### config.mk
export PLATFORM = sky130hd
export DESIGN_NAME = ysyx_store_queue
export DESIGN_NICKNAME = d
export VERILOG_FILES = /design/src/rtl/ysyx_pkg.sv /design/src/rtl/ysyx_sq_fwd.sv /design/src/rtl/ysyx_store_queue.sv
export SDC_FILE = /design/constraint.sdc
export NUM_CORES = 1
export LEC_CHECK = 0
export CORE_MARGIN = 5
export CORE_UTILIZATION = 40
export CTS_CLUSTER_SIZE = 10
export DETAILED_ROUTE_END_ITERATION = 16
export PLACE_DENSITY = 0.69
export SYNTH_ARGS = -nofsm -noshare
export SYNTH_HDL_FRONTEND = slang
export SYNTH_SLANG_ARGS = --single-unit
### constraint.sdc
create_clock -name clock -period 7.4 [get_ports clock]
set_clock_uncertainty 0.15 [all_clocks]
set_input_delay 1.11 -clock clock [delete_from_list [all_inputs] [get_ports clock]]
set_output_delay 1.11 -clock clock [all_outputs]
set_load 0.01 [all_outputs]
### src/rtl/ysyx_pkg.sv
// ysyx_pkg: shared store-queue types and helpers.
// Contents: XLEN default (YSYX_XLEN, 32 when not predefined), store-op encodings of
// alu[1:0], the queue entry struct {addr, data, mask}, and the byte-mask generator.
`ifndef YSYX_XLEN
`define YSYX_XLEN 32
`endif
package ysyx_pkg;
    localparam int SQ_XLEN = `YSYX_XLEN;
    localparam logic [1:0] ST_SB = 2'b00;
    localparam logic [1:0] ST_SH = 2'b01;
    localparam logic [1:0] ST_SW = 2'b10;
    typedef struct packed {
        logic [SQ_XLEN-1:0] addr;
        logic [SQ_XLEN-1:0] data;
        logic [3:0]         mask;
    } sq_entry_t;
    // Unshifted byte mask; lane placement by addr[1:0] happens at the output.
    function automatic logic [3:0] sq_mask(input logic [1:0] op);
        return op == ST_SB ? 4'b0001 : op == ST_SH ? 4'b0011 : 4'b1111;
    endfunction
endpackage

### src/rtl/ysyx_sq_fwd.sv
// ysyx_sq_fwd: youngest-match store-to-load forwarding search over the queue.
// Ports: entries/head/count describe the live FIFO contents; ld_word is the load word
// address (ld_addr[XLEN-1:2]); ld_fwd_hit/ld_fwd_data report a full-word forward,
// ld_conflict reports an overlapping store that only partially covers the word.
module ysyx_sq_fwd
    import ysyx_pkg::*;
#(
    parameter int SQ_SIZE = 4,
    localparam int PW = $clog2(SQ_SIZE)
) (
    input  sq_entry_t          entries [SQ_SIZE],
    input  logic [PW-1:0]      head,
    input  logic [PW:0]        count,
    input  logic [SQ_XLEN-3:0] ld_word,
    output logic               ld_fwd_hit,
    output logic [SQ_XLEN-1:0] ld_fwd_data,
    output logic               ld_conflict
);
    logic          match;
    logic [PW-1:0] idx;
    logic [3:0]    lane;
    sq_entry_t     sel;
    // Walk oldest to youngest so the last match found is the youngest.
    always_comb begin
        match = 1'b0;
        sel   = '0;
        idx   = '0;
        for (int i = 0; i < SQ_SIZE; i++) begin
            idx = head + PW'(i);
            if ((PW + 1)'(i) < count && entries[idx].addr[SQ_XLEN-1:2] == ld_word) begin
                match = 1'b1;
                sel   = entries[idx];
            end
        end
        lane        = sel.mask << sel.addr[1:0];
        ld_fwd_hit  = match && lane == 4'hF;
        ld_conflict = match && lane != 4'hF;
        ld_fwd_data = ld_fwd_hit ? sel.data << {sel.addr[1:0], 3'b000} : '0;
    end
endmodule

### src/rtl/ysyx_store_queue.sv
// ysyx_store_queue: in-order committed-store buffer draining to the LSU write channel.
// Ports: clock/reset_n (async active-low); cm_* commit-side store input, sq_ready
// backpressure; sq_empty for fence drain; awaddr/awvalid/wdata/wstrb/wvalid/wready bus
// write head; ld_addr/ld_fwd_hit/ld_fwd_data/ld_conflict load lookup.
// Build option: YSYX_SQ_FWD_EN enables store-to-load forwarding; otherwise any queued
// store makes loads wait (ld_conflict = ~sq_empty).
module ysyx_store_queue
    import ysyx_pkg::*;
#(
    parameter int SQ_SIZE = 4,
    parameter int XLEN = SQ_XLEN,
    localparam int PW = $clog2(SQ_SIZE),
    localparam int CW = PW + 1
) (
    input  logic            clock,
    input  logic            reset_n,
    input  logic            cm_valid,
    input  logic            cm_store,
    input  logic [4:0]      cm_alu,
    input  logic [XLEN-1:0] cm_waddr,
    input  logic [XLEN-1:0] cm_wdata,
    output logic            sq_ready,
    output logic            sq_empty,
    output logic [XLEN-1:0] awaddr,
    output logic            awvalid,
    output logic [XLEN-1:0] wdata,
    output logic [7:0]      wstrb,
    output logic            wvalid,
    input  logic            wready,
    input  logic [XLEN-1:0] ld_addr,
    output logic            ld_fwd_hit,
    output logic [XLEN-1:0] ld_fwd_data,
    output logic            ld_conflict
);
    sq_entry_t     entries [SQ_SIZE];
    sq_entry_t     hd;
    logic [PW-1:0] head, tail;
    logic [CW-1:0] count;
    logic          misal, push, pop;
    logic          unused_in;
    assign misal    = (cm_alu[1:0] == ST_SH && cm_waddr[0]) ||
                      (cm_alu[1:0] == ST_SW && cm_waddr[1:0] != 2'b00);
    assign sq_ready = count != CW'(SQ_SIZE);
    assign sq_empty = count == '0;
    assign push     = cm_valid && cm_store && sq_ready && !misal;
    assign awvalid  = !sq_empty;
    assign wvalid   = awvalid;
    assign pop      = awvalid && wready;
    assign hd       = entries[head];
    // Outputs are forced to zero when idle so stale entries never reach the bus.
    assign awaddr   = awvalid ? {hd.addr[XLEN-1:2], 2'b00} : '0;
    assign wdata    = awvalid ? hd.data << {hd.addr[1:0], 3'b000} : '0;
    assign wstrb    = awvalid ? {4'b0000, hd.mask << hd.addr[1:0]} : '0;
    always_ff @(posedge clock or negedge reset_n) begin
        if (!reset_n) begin
            head  <= '0;
            tail  <= '0;
            count <= '0;
            for (int i = 0; i < SQ_SIZE; i++) entries[i] <= '0;
        end else begin
            if (push) begin
                entries[tail] <= '{addr: cm_waddr, data: cm_wdata, mask: sq_mask(cm_alu[1:0])};
                tail          <= tail + 1'b1;
            end
            if (pop) head <= head + 1'b1;
            count <= count + CW'(push) - CW'(pop);
        end
    end
`ifdef YSYX_SQ_FWD_EN
    assign unused_in = ^{cm_alu[4:2], ld_addr[1:0]};
    ysyx_sq_fwd #(.SQ_SIZE(SQ_SIZE)) u_fwd (
        .entries     (entries),
        .head        (head),
        .count       (count),
        .ld_word     (ld_addr[XLEN-1:2]),
        .ld_fwd_hit  (ld_fwd_hit),
        .ld_fwd_data (ld_fwd_data),
        .ld_conflict (ld_conflict)
    );
`else
    assign unused_in   = ^{cm_alu[4:2], ld_addr};
    assign ld_fwd_hit  = 1'b0;
    assign ld_fwd_data = '0;
    assign ld_conflict = !sq_empty;
`endif
    a_no_push_full: assert property (@(posedge clock) disable iff (!reset_n)
        !(cm_valid && cm_store && !sq_ready));
    a_aligned: assert property (@(posedge clock) disable iff (!reset_n)
        !(cm_valid && cm_store && misal));
endmodule

==> impl_metrics.json, run 1 <==
{
  "outcome": "complete, no violations",
  "worstSetupEndpoint": "wstrb[2]",
  "worstMarginPinSlew_ns": 1.12,
  "clock-root-buffer": "clkbuf_16",
  "cap_violations": 0,
  "crit_required_ns": 6.14,
  "io_pins": 216,
  "clock_latency_ns": 0.50,
  "async_flop_share_pct": 100,
  "drive_above_1_share_pct": 38.5,
  "p_seq_share_pct": 33.5,
  "crit_path_cell_trace": "buf_4, mux4_2, nor2b_1, o21ai_0, a31oi_1, clkdlybuf4s50_1",
  "min_period_ns": 5.02,
  "clkPwrFrac_pct": 18.4,
  "synth.distinct_cells": 35,
  "clock.fmax_mhz": 199,
  "crit_fanout": 36,
  "cts_made_buffers": 34,
  "combinationalPowerShare_pct": 48.0,
  "critPathArrivalTime_ns": 3.76,
  "grt_overflow": 0,
  "drc": 0,
  "grt_max_degree": 149,
  "slew_viol_final": 0,
  "via_per_inst": 5.18,
  "reg2regPathDepth": 10,
  "die_area_um2": 36700,
  "slew_headroom_pct": 25.2,
  "p_leak_nw": 6.68,
  "p_int_mw": 5.47,
  "regArea_um2": 6890,
  "reg2reg_to": "count[2]",
  "worstSetupPathType": "reg2out",
  "synth_area_um2": 13200,
  "slowest_delay_ns": 0.92,
  "ys_seq_area_share_pct": 52.2,
  "fp.coreArea_um2": 32500,
  "num_vias": 7414,
  "synth.most_common_cell": "dfrtp_1",
  "cp_num_buf_inv": 2,
  "gp_congestion": 0.747,
  "routed_wl_mm": 29.0,
  "synth_top_area_cell": "dfrtp_1",
  "rsz0062_at_grt": "no",
  "grt_antenna_before_repair": 2,
  "clkTransAtPathRegs_ns": 0.05,
  "area_growth_pct": 18.9,
  "synth_cells": 856,
  "h-tree-depth": 2,
  "grt_pass1_wl_mm": 46.6,
  "synth_edf_count": 0,
  "port_buffers": 141,
  "yosys.area.top_type_share_pct": 52.2,
  "die_y_um": 191,
  "hold_buffers": 0,
  "netSwitchingPower_mw": 2.62,
  "diodes": 0,
  "tritoncts": "yes",
  "reg2reg_from": "count[1]",
  "grt_use_total_pct": 16.1,
  "crit_cells": 6,
  "ant_nets": 0,
  "dp_hpwl_mm": 17.5,
  "setup_tns_ns": 0,
  "ir_worst_vdd_v": 0.000345,
  "post-place-cells": 1389,
  "swShare_pct": 32.4,
  "ctsResizeCount": 0,
  "yosys_most_used_dff": "dfrtp_1",
  "drt_first_pass_iters": 4,
  "cts_max_path_buffers": 3,
  "critPathTopFamily": "buffers and inverters",
  "synth_seq_cells": 275,
  "critPathSlowestCell": "dfrtp_4",
  "cp-end-kind": "primary output",
  "avgSynthCellArea_um2": 15.4,
  "fin_cells": 1432,
  "synth_common_cells": "dfrtp_1 (275), mux2_2 (255), mux4_2 (66)",
  "finalCritPeriodShare_pct": 67.8,
  "utilization_pct": 48.1,
  "min_path_type": "reg2reg",
  "wl_per_cell_um": 20.2,
  "start_kind": "flop",
  "critPathLaunch": "head[0]",
  "synth_area_leaders": "dfrtp_1 (52%), mux2_2 (22%), mux4_2 (11%), buf_4 (2.6%), mux2i_1 (2.3%)",
  "postCtsSetupBuffers": 0,
  "multi_input_area_um2": 5730,
  "drtIter0Drc": 227,
  "powerDensity_nw_per_um2": 517,
  "num-nets-final": 1096,
  "reg2reg_slack_ns": 4.52,
  "fillers": 2904,
  "setup_viol_count_final": 0,
  "start_util_pct": 40.5,
  "grt_pass1_vias": 8228,
  "rows": 66,
  "cts_sinks": 275,
  "hold_violations": 0,
  "die_x_um": 191,
  "yosys_warnings": 0
}
-- kinds of logic (layout without fill, tap and decap cells) --
logic type	count (synthesis)	in the layout	synth area share (%)
DFF	275	275	52.2
and+or+nand+nor	71	71	3.25
muxes	362	362	36.3
xor gates and xnor gates	5	5	0.332
adders and majority gates	7	7	0.722
buffers and inverters	105	201	5.58
other	1	39	0.0285
AOI/OAI and AO/OA	30	30	1.55
-- per-layer routing --
| layer | wire length, µm | GRT usage, % |
|---|---|---|
| met1 | 12600 | 21.2 |
| met4 | 456 | 3.43 |
| met5 | 27 | 0 |
| met2 | 14100 | 27.3 |
| met3 | 1810 | 3.76 |
-- power by group through the flow --
stage | registers (mW) | logic, mW | clock network [mW]
final | 2.71 | 3.89 | 1.49
after global routing | 2.82 | 4.20 | 1.60
after CTS | 2.72 | 3.95 | 1.55
after detailed placement | 2.74 | 3.93 | 0
after global placement | 2.70 | 3.88 | 0
after floorplan | 2.50 | 2.63 | 0
-- final cells by class --
cell class / count / share of cell area, %
inverter: 8 / 0.192
timing repair buffer: 150 / 9.55
clock inverter: 4 / 0.471
clock buffer: 39 / 5.69
sequential: 275 / 44.0
multi-input combinational: 514 / 36.6
tap: 442 / 3.53
-- worst min path at each step --
stage                         endpoint    startpoint  slack [ns]  cells after the start
after floorplan            entries[68]   entries[68]        0.28                      1
after global routing       entries[68]   entries[68]        0.34                      1
after detailed placement    entries[0]    entries[0]        0.30                      1
after CTS                   entries[0]    entries[0]        0.31                      1
final                       entries[0]    entries[0]        0.31                      1
after global placement    entries[204]  entries[204]        0.29                      1
-- stage by stage --
stage	setup slack, ns	hold WS, ns	power [mW]	area (µm²)
6_report	2.38	0.308	8.09	15700
5_1_grt	2.08	0.340	8.63	15700
4_1_cts	2.21	0.314	8.22	15700
3_5_place_dp	2.75	0.297	6.68	14700
3_3_place_gp	2.77	0.295	6.58	14700
2_1_floorplan	4.30	0.279	5.13	13300
-- placed cells by master, fill, tap and decap left out, types with 2 or more instances in the layout --
| cell | count |
|---|---|
| dfrtp_1 | 273 |
| mux2_2 | 255 |
| clkdlybuf4s50_1 | 140 |
| mux4_2 | 66 |
| and2_1 | 41 |
| conb_1 | 39 |
| clkbuf_16 | 35 |
| mux2i_1 | 30 |
| mux2_1 | 11 |
| nor2_1 | 10 |
| o22ai_1 | 9 |
| a21oi_1 | 8 |
| a211oi_1 | 8 |
| buf_4 | 8 |
| inv_1 | 7 |
| ha_1 | 6 |
| nand2_1 | 5 |
| nand3_4 | 4 |
| nand2b_1 | 4 |
| xnor2_1 | 4 |
| clkbuf_1 | 4 |
| o21ai_0 | 2 |
| bufinv_16 | 2 |
| dfrtp_4 | 2 |
-- flip-flops by register name (all words and copies together) (netlist names) --
name     count
count        3
entries    268
head         2
tail         2
Power figures use the tool's default switching activity.
==> inputs of run 2 (changes only) <==
- PLACE_DENSITY: 0.69 -> 0.71
- clock period: 7.4 -> 4.4 ns (I/O delays scaled with it)
==> run 2 against run 1 <==
- cell count up 0.70%
- worst hold slack worse by 0.27 ns
- clock power increased by 70%
- sequential power is 64% higher
- global-route usage barely moved
- sequential share of layout area down 0.41 points
- power rose by 69%
- critical path type unchanged
- utilization grew 0.46 points
- register-to-register slack worse by 3.0 ns
- critical path depth is 1 lower
- flip-flop and latch count did not move
==> impl_metrics.json, run 2 (synthesis results as in run 1) <==
{
  "cp_num_buf_inv": 1,
  "fillers": 2796,
  "grt_pass1_vias": 8160,
  "ctsResizeCount": 0,
  "worstMarginPinSlew_ns": 0.789,
  "hold_violations": 0,
  "top_register": "entries",
  "drtIter0Drc": 258,
  "cts_max_path_buffers": 3,
  "outcome": "complete, no violations",
  "drc": 0,
  "design_area_um2": 15800,
  "ir_worst_vdd_v": 0.000474,
  "critPathArrivalTime_ns": 3.36,
  "via_per_inst": 5.17,
  "crit_cells": 5,
  "critPathSlowestCell": "mux4_2",
  "layout_setup_ws_ns": 0.228,
  "regArea_um2": 6890,
  "area_growth_pct": 20.0,
  "p_seq_share_pct": 32.4,
  "tritoncts": "yes",
  "rows": 66,
  "combinationalPowerShare_pct": 49.1,
  "clock-root-buffer": "clkbuf_16",
  "p_leak_nw": 6.76,
  "grt_pass1_wl_mm": 46.7,
  "crit_required_ns": 3.59,
  "crit_fanout": 18,
  "clock.fmax_mhz": 240,
  "grt_antenna_before_repair": 4,
  "cp-end-kind": "primary output",
  "postCtsSetupBuffers": 0,
  "slew_viol_final": 0,
  "clkTransAtPathRegs_ns": 0.05,
  "mostFrequentLayoutCell": "dfrtp_1",
  "grt_use_total_pct": 16.1,
  "crit_path_cell_trace": "mux4_2, or2_1, nor2_4, and2_1, clkdlybuf4s50_1",
  "port_buffers": 141,
  "cts_made_buffers": 34,
  "routed_wl_mm": 29.1,
  "num-nets-final": 1101,
  "start_util_pct": 40.5,
  "dp_hpwl_mm": 18.9,
  "ant_nets": 0,
  "grt_max_degree": 100,
  "largest_register_ffs": 268,
  "setup_viol_count_final": 0,
  "die_x_um": 191,
  "cap_violations": 0,
  "fp.coreArea_um2": 32500,
  "min_path_type": "in2async",
  "clock_latency_ns": 0.50,
  "clkPwrFrac_pct": 18.5,
  "reg2regPathDepth": 10,
  "wl_per_cell_um": 20.2,
  "critPathTopFamily": "simple AND/OR/NAND/NOR gates",
  "powerDensity_nw_per_um2": 867,
  "p_int_mw": 9.25,
  "io_pins": 216,
  "die_y_um": 191,
  "multi_input_area_um2": 5730,
  "cts_sinks": 275,
  "finalCritPeriodShare_pct": 94.8,
  "die_area_um2": 36700,
  "largest_registers": "entries (268), count (3)",
  "post_dp_cell_area_um2": 14800,
  "start_kind": "flop",
  "swShare_pct": 32.5,
  "grt_overflow": 0,
  "post-place-ws_ns": 0.718,
  "holdWs_ns": 0.0351,
  "slowest_delay_ns": 0.74,
  "rsz0062_at_grt": "no",
  "setup_tns_ns": 0,
  "netSwitchingPower_mw": 4.45,
  "layout_common_cells": "dfrtp_1 (273), mux2_2 (255), clkdlybuf4s50_1 (140), mux4_2 (66), and2_1 (41)",
  "h-tree-depth": 2,
  "drive_above_1_share_pct": 38.8,
  "gp_congestion": 0.766,
  "slew_headroom_pct": 47.4,
  "num_vias": 7461,
  "drt_first_pass_iters": 4,
  "worstSetupPathType": "reg2out",
  "hold_buffers": 0,
  "min_period_ns": 4.17
}
run 2: path summary, 6_finish.rpt:
kind	start	to	slack, ns
setup reg to reg	count[1]	count[2]	1.50
hold / removal	reset_n	entries[159]	0.04
max in group asynchronous	reset_n	entries[208]	3.10
setup / recovery	head[0]	wdata[0]	0.23
min in group clock	entries[0]	entries[0]	0.32
hold reg to reg	entries[0]	entries[0]	0.32
run 2: area by class of cell:
class                           count  area share, %
Sequential cell                   275           43.6
Multi-Input combinational cell    514           36.2
Timing Repair Buffer              155           10.2
Clock buffer                       44           5.94
Tap cell                          442           3.50
Clock inverter                      3          0.372
Inverter                            8          0.190
Antenna cell                        1         0.0158
run 2: stage by stage:
step	power, mW	cells	util, %
3_5_place_dp	11.3	1394	45.5
2_1_floorplan	8.63	894	-
6_report	13.7	1442	48.6
5_1_grt	14.6	1441	48.6
4_1_cts	13.9	1441	48.6
3_3_place_gp	11.1	1394	45.5
run 2: per-layer routing:
metal | vias up | share of wire [%] | track usage (%)
met5 | - | 0.20 | 0
met1 | 3907 | 44 | 22.0
met2 | 204 | 48 | 26.6
li1 | 3310 | - | -
met3 | 34 | 6.4 | 3.83
met4 | 6 | 1.3 | 3.12
run 2: power by group through the flow:
stage / clock (mW) / combinational [mW] / sequential (mW)
3_3_place_gp: 0 / 6.71 / 4.41
5_1_grt: 2.72 / 7.25 / 4.60
6_report: 2.53 / 6.73 / 4.44
3_5_place_dp: 0 / 6.81 / 4.48
2_1_floorplan: 0 / 4.42 / 4.21
4_1_cts: 2.61 / 6.84 / 4.44
